$ cat src/rtl/mem_arbiter.sv
// mem_arbiter: shares one RAM port between the instruction-fetch (i*) and
// load/store (d*) requesters.
//   - Requests are granted in IDLE. A tie is resolved by strict alternation
//     against last_grant.
//   - The operation, address and store data are latched when granted.
//   - The latched access is held on the RAM until ram_ready, or until the
//     timeout counter expires.
//   - The granted requester's wait drops for the single DONE cycle.
// Ports:
//   CLK/nRST                        clock, async active-low reset
//   iREN/iaddr/iwait/iload          instruction read requester
//   dREN/dWEN/daddr/dstore/dwait/dload  data requester
//   ram_ren/ram_wen/ram_addr/ram_store/ram_load/ram_ready  RAM port
//   flt_clr/fault                   sticky timeout flag and its clear
module mem_arbiter #(
  parameter int ADDR_W  = 32,
  parameter int DATA_W  = 32,
  parameter int TIMEOUT = 16
) (
  input  logic              CLK,
  input  logic              nRST,
  input  logic              iREN,
  input  logic [ADDR_W-1:0] iaddr,
  output logic              iwait,
  output logic [DATA_W-1:0] iload,
  input  logic              dREN,
  input  logic              dWEN,
  input  logic [ADDR_W-1:0] daddr,
  input  logic [DATA_W-1:0] dstore,
  output logic              dwait,
  output logic [DATA_W-1:0] dload,
  output logic              ram_ren,
  output logic              ram_wen,
  output logic [ADDR_W-1:0] ram_addr,
  output logic [DATA_W-1:0] ram_store,
  input  logic [DATA_W-1:0] ram_load,
  input  logic              ram_ready,
  input  logic              flt_clr,
  output logic              fault
);

  localparam int CNT_W = (TIMEOUT > 2) ? $clog2(TIMEOUT) : 1;
  localparam logic [CNT_W-1:0] CNT_LAST = CNT_W'(TIMEOUT - 1);
  localparam logic INST = 1'b0;
  localparam logic DATA = 1'b1;

  typedef enum logic [1:0] {IDLE, ACCESS, DONE} state_t;

  state_t            state, state_nxt;
  logic              grant, grant_nxt;
  logic              last_grant, last_grant_nxt;
  logic              op_wr, op_wr_nxt;
  logic [ADDR_W-1:0] addr_q, addr_nxt;
  logic [DATA_W-1:0] store_q, store_nxt;
  logic [CNT_W-1:0]  cnt, cnt_nxt;
  logic [DATA_W-1:0] iload_nxt, dload_nxt;
  logic              fault_nxt;
  logic              i_req, d_req, pick;

  assign i_req = iREN;
  assign d_req = dREN | dWEN;
  // Data wins when it is the only requester, or on a tie when inst went last.
  assign pick  = (d_req && (!i_req || last_grant == INST)) ? DATA : INST;

  always_ff @(posedge CLK or negedge nRST) begin
    if (!nRST) begin
      state      <= IDLE;
      grant      <= INST;
      last_grant <= INST;
      op_wr      <= 1'b0;
      addr_q     <= '0;
      store_q    <= '0;
      cnt        <= '0;
      iload      <= '0;
      dload      <= '0;
      fault      <= 1'b0;
    end else begin
      state      <= state_nxt;
      grant      <= grant_nxt;
      last_grant <= last_grant_nxt;
      op_wr      <= op_wr_nxt;
      addr_q     <= addr_nxt;
      store_q    <= store_nxt;
      cnt        <= cnt_nxt;
      iload      <= iload_nxt;
      dload      <= dload_nxt;
      fault      <= fault_nxt;
    end
  end

  always_comb begin
    state_nxt      = state;
    grant_nxt      = grant;
    last_grant_nxt = last_grant;
    op_wr_nxt      = op_wr;
    addr_nxt       = addr_q;
    store_nxt      = store_q;
    cnt_nxt        = cnt;
    iload_nxt      = iload;
    dload_nxt      = dload;
    // A timeout in the same cycle overrides the clear below.
    fault_nxt      = flt_clr ? 1'b0 : fault;
    case (state)
      IDLE: begin
        if (i_req || d_req) begin
          grant_nxt      = pick;
          last_grant_nxt = pick;
          // dREN together with dWEN is treated as a write.
          op_wr_nxt      = (pick == DATA) && dWEN;
          addr_nxt       = (pick == DATA) ? daddr : iaddr;
          store_nxt      = dstore;
          cnt_nxt        = '0;
          state_nxt      = ACCESS;
        end
      end
      ACCESS: begin
        if (ram_ready) begin
          if (!op_wr) begin
            if (grant == DATA) dload_nxt = ram_load;
            else               iload_nxt = ram_load;
          end
          state_nxt = DONE;
        end else if (cnt == CNT_LAST) begin
          if (grant == DATA) dload_nxt = '0;
          else               iload_nxt = '0;
          fault_nxt = 1'b1;
          state_nxt = DONE;
        end else begin
          cnt_nxt = cnt + 1'b1;
        end
      end
      DONE: begin
        cnt_nxt   = '0;
        state_nxt = IDLE;
      end
      default: state_nxt = IDLE;
    endcase
  end

  assign ram_ren   = (state == ACCESS) && !op_wr;
  assign ram_wen   = (state == ACCESS) &&  op_wr;
  assign ram_addr  = addr_q;
  assign ram_store = store_q;

  assign iwait = i_req && !(state == DONE && grant == INST);
  assign dwait = d_req && !(state == DONE && grant == DATA);

endmodule

$ cat config.mk
export PLATFORM = sky130hd
export DESIGN_NAME = mem_arbiter
export DESIGN_NICKNAME = d
export VERILOG_FILES = /design/src/rtl/mem_arbiter.sv
export SDC_FILE = /design/constraint.sdc
export NUM_CORES = 1
export LEC_CHECK = 0
export BUFFER_PORTS_ARGS = -buffer_cell sky130_fd_sc_hd__clkbuf_2
export CORE_ASPECT_RATIO = 2
export CORE_UTILIZATION = 47
export CTS_CLUSTER_DIAMETER = 60
export CTS_CLUSTER_SIZE = 14
export DETAILED_ROUTE_END_ITERATION = 6
export HOLD_SLACK_MARGIN = 0.08
export PLACE_DENSITY = 0.82
export SETUP_SLACK_MARGIN = 0.1
export SLEW_MARGIN = 20
export SYNTH_ARGS = -nofsm -noshare
export SYNTH_HDL_FRONTEND = slang
export SYNTH_SLANG_ARGS = --single-unit
$ cat constraint.sdc
create_clock -name CLK -period 2.3 [get_ports CLK]
set_clock_uncertainty 0.15 [all_clocks]
set_input_delay 0 -clock CLK [delete_from_list [all_inputs] [get_ports CLK]]
set_output_delay 0 -clock CLK [all_outputs]
set_load 0.02 [all_outputs]
==> run_results.csv <==
group,metric,value,unit
synth,synth_edf_count,0,
sta,relSlewSlack,0.5877,
synth,syn-instance-count,376,
setup_path,crit_start,"cnt[0]$_DFFE_PN0P_",
synth,yosys_warnings,0,
cts,cts-htree-levels,4,
setup_path,end_kind,"register",
sta,worst_slew_pin_slew,0.6184,ns
cts,cts_tree,"yes",
setup_path,start_kind,"register",
sta,setup-tns-final,0,ns
sta,rsz0062_at_grt,"false",
sta,final-hold-violation-count,0,
sta,finalCriticalPeriod,1.894,ns
detailed_routing,drt_iter0_markers,274,
die,core_region_area,0.01220,mm^2
global_route,overflow,0,
pwr,peakVddDrop,0.8842,mV
die,start_util,0.4825,
place,portBuffers,267,
detailed_routing,routed_wl,18.19,mm
run_status,status,"finished, final reports clean",
synth,synth.area.top_cells,"dfrtp_1 58%, mux2_4 14%, a32o_1 11%",
setup_path,r2r_end,"fault$_DFF_PN0_",
setup_path,critical_path.endpoint,"fault$_DFF_PN0_",
global_route,antenna_found_initial,1,
cts,cts.sinks,137,
pwr,p_leak,4.593,nW
die,die_w,81.12,um
global_route,grt_max_degree,74,
cts,clk_pin_slew,0.06,ns
synth,synth_top_area_share,0.5826,
setup_path,cp.required,2.49,ns
cells_and_area,drive_above_1_share,0.5247,
pwr,power,12.87,mW
cts,post_cts_resize_count,0,
synth,synth_fp_nets,512,
sta,setup_violations,0,
setup_path,regToRegStartpoint,"cnt[0]$_DFFE_PN0P_",
die,ios,268,
flow_run,maxCapViolCount,0,
setup_path,path_class,"reg -> reg",
die,rows,57,
global_route,use_met2,0.5076,
hold_path,hold_class,"in -> reg",
sta,fin_crit_sh,0.8235,
cts,cts_root_buffer,"clkbuf_16",
detailed_routing,routed-via-count,5205,
global_route,grt_busiest_layer,"met2",
cts,clk_path_buf_depth,2,
global_route,grt_pass1_vias,5564,
synth,async_flop_share,1.000,
cells_and_area,fin_util,0.7633,
synth,synth-main-ff-cell,"dfrtp_1",
cts,cts_made_buffers,17,
hold_path,hold_depth,4,
place,hpwlAfterDp,10.44,mm
detailed_routing,wl_per_cell,19.37,um
synth,yosys.area.top_type,"dfrtp_1",
cells_and_area,fin_nets,914,
place,place_congestion,0.7546,
synth,synth_most_common_cell,"dfrtp_1",
synth,ys_top_cells_by_count,"137 x dfrtp_1, 64 x a32o_1, 56 x mux2_4, 41 x mux2_2, 16 x buf_2",
global_route,grt_usage,0.2883,
sta,slew_viol_final,0,
global_route,gr-usage-met1,0.3034,
synth,synth_area,0.005884,mm^2
cells_and_area,n_fill_cell,714,
setup_path,r2r_slack,0.41,ns
setup_path,cp.arrival,2.08,ns
detailed_routing,vias_per_cell,5.543,
cells_and_area,area_delta_synth_final,58.20,%
synth,avgSynthCellArea,15.65,um^2
die,dieHeight,160.2,um
detailed_routing,dr.pass1.iters,5,
pwr,power_density,1382,mW/mm^2
synth,synth-seq-cells,137,
setup_path,reg2reg_depth,4,
detailed_routing,ant_nets,0,
cts,insertion_delay,0.41,ns
global_route,grt_pass1_wl,28.02,mm
global_route,grt_use_met3,0.06457,
sta,max_freq,0.5280,GHz
sta,holdWs,0.1592,ns
synth,yosysSeqAreaShare,0.5826,
detailed_routing,drcViolationCount,0,
setup_path,critPathMaxFanout,5,
die,dieArea,0.01300,mm^2
synth,yosysUniqueCellTypes,35,
registers in the layout, indices dropped and copies added, names as in the netlist:
| register | flops |
|---|---|
| ram_store | 32 |
| iload | 32 |
| ram_addr | 32 |
| state | 2 |
| op_wr | 1 |
| last_grant | 1 |
| fault | 1 |
| cnt | 4 |
| dload | 32 |
what timing repair did:
item                      CTS  global route
hold buffers              138             0
hold endpoints to repair  273             0
setup buffers               0             0
where the power goes:
group | switching (mW) | total, mW | internal (mW)
logic | 3.27 | 5.90 | 2.64
clock network | 1.16 | 2.62 | 1.46
registers | 0.787 | 4.35 | 3.56
total | 5.22 | 12.9 | 7.65
placed cells by master (no fill, tap or decap), types with 2 or more instances in the layout:
cell | synthesis | layout
a32o_1 | 64 | 64
clkbuf_16 | 0 | 17
mux2_4 | 56 | 56
inv_1 | 7 | 7
clkbuf_2 | 0 | 266
buf_4 | 1 | 7
buf_12 | 0 | 4
a31oi_1 | 3 | 3
clkinvlp_4 | 0 | 4
nand2_1 | 3 | 3
inv_6 | 0 | 7
nand3_1 | 4 | 4
o21ai_0 | 3 | 3
nor2_1 | 4 | 4
dfrtp_1 | 137 | 137
mux2_2 | 41 | 41
inv_8 | 0 | 2
dlygate4sd3_1 | 0 | 137
o21ai_2 | 1 | 2
stage by stage:
| stage | worst slack [ns] | cell area [um^2] | std cells |
|---|---|---|---|
| final | 0.4060 | 9309 | 939 |
| after global routing | 0.3160 | 9309 | 939 |
| after CTS | 0.4364 | 9306 | 938 |
| after global placement | 0.5088 | 7346 | 768 |
| after floorplan | 0.5859 | 5884 | 376 |
| after detailed placement | 0.4525 | 7346 | 768 |
metal layers:
metal | vias up | routed length [um]
li1 | 2265 | -
met1 | 2562 | 6179
met2 | 306 | 9908
met3 | 72 | 1213
met4 | 0 | 885
met5 | - | 0
how the worst min path moves through the flow:
| stage | start | end | slack [ns] |
|---|---|---|---|
| after floorplan | nRST | cnt[0]$_DFFE_PN0P_ | -0.45 |
| after global placement | nRST | dload[18]$_DFFE_PN0P_ | -0.26 |
| after detailed placement | nRST | iload[18]$_DFFE_PN0P_ | -0.25 |
| after CTS | dREN | cnt[1]$_DFFE_PN0P_ | 0.14 |
| after global routing | dREN | cnt[1]$_DFFE_PN0P_ | 0.21 |
| final | dREN | cnt[1]$_DFFE_PN0P_ | 0.16 |
final cells by class:
type                    instances  area (um^2)  share of cell area
clock buffers                  18        439.2             0.04718
well taps                     147        183.9             0.01976
inverters                       7        26.28            0.002823
diodes                          1        2.502           0.0002688
clock inverters                14        130.1             0.01398
flip-flops and latches        137         3428              0.3683
repair buffers                415         2846              0.3058
multi-input cells             200         2252              0.2419
worst max-delay path: stages, from the launching register on:
cell	delay [ns]
dfrtp_1	0.43
ha_1	0.28
nand3_1	0.15
o32ai_1	0.24
dlygate4sd3_1	0.58
cell families (layout without fill, tap and decap cells):
| group | count (synthesis) | count (layout) | synth area share |
|---|---|---|---|
| adder cells (fa/ha/maj) | 1 | 1 | 0.002126 |
| buffers and inverters | 39 | 454 | 0.03657 |
| AND/OR/NAND/NOR | 20 | 20 | 0.02297 |
| multiplexers | 98 | 98 | 0.2230 |
| flip-flops | 137 | 137 | 0.5826 |
| XOR/XNOR | 1 | 1 | 0.001489 |
| AO/OA/AOI/OAI | 80 | 80 | 0.1312 |
| other | 0 | 1 | 0 |
Power figures use the tool's default switching activity.
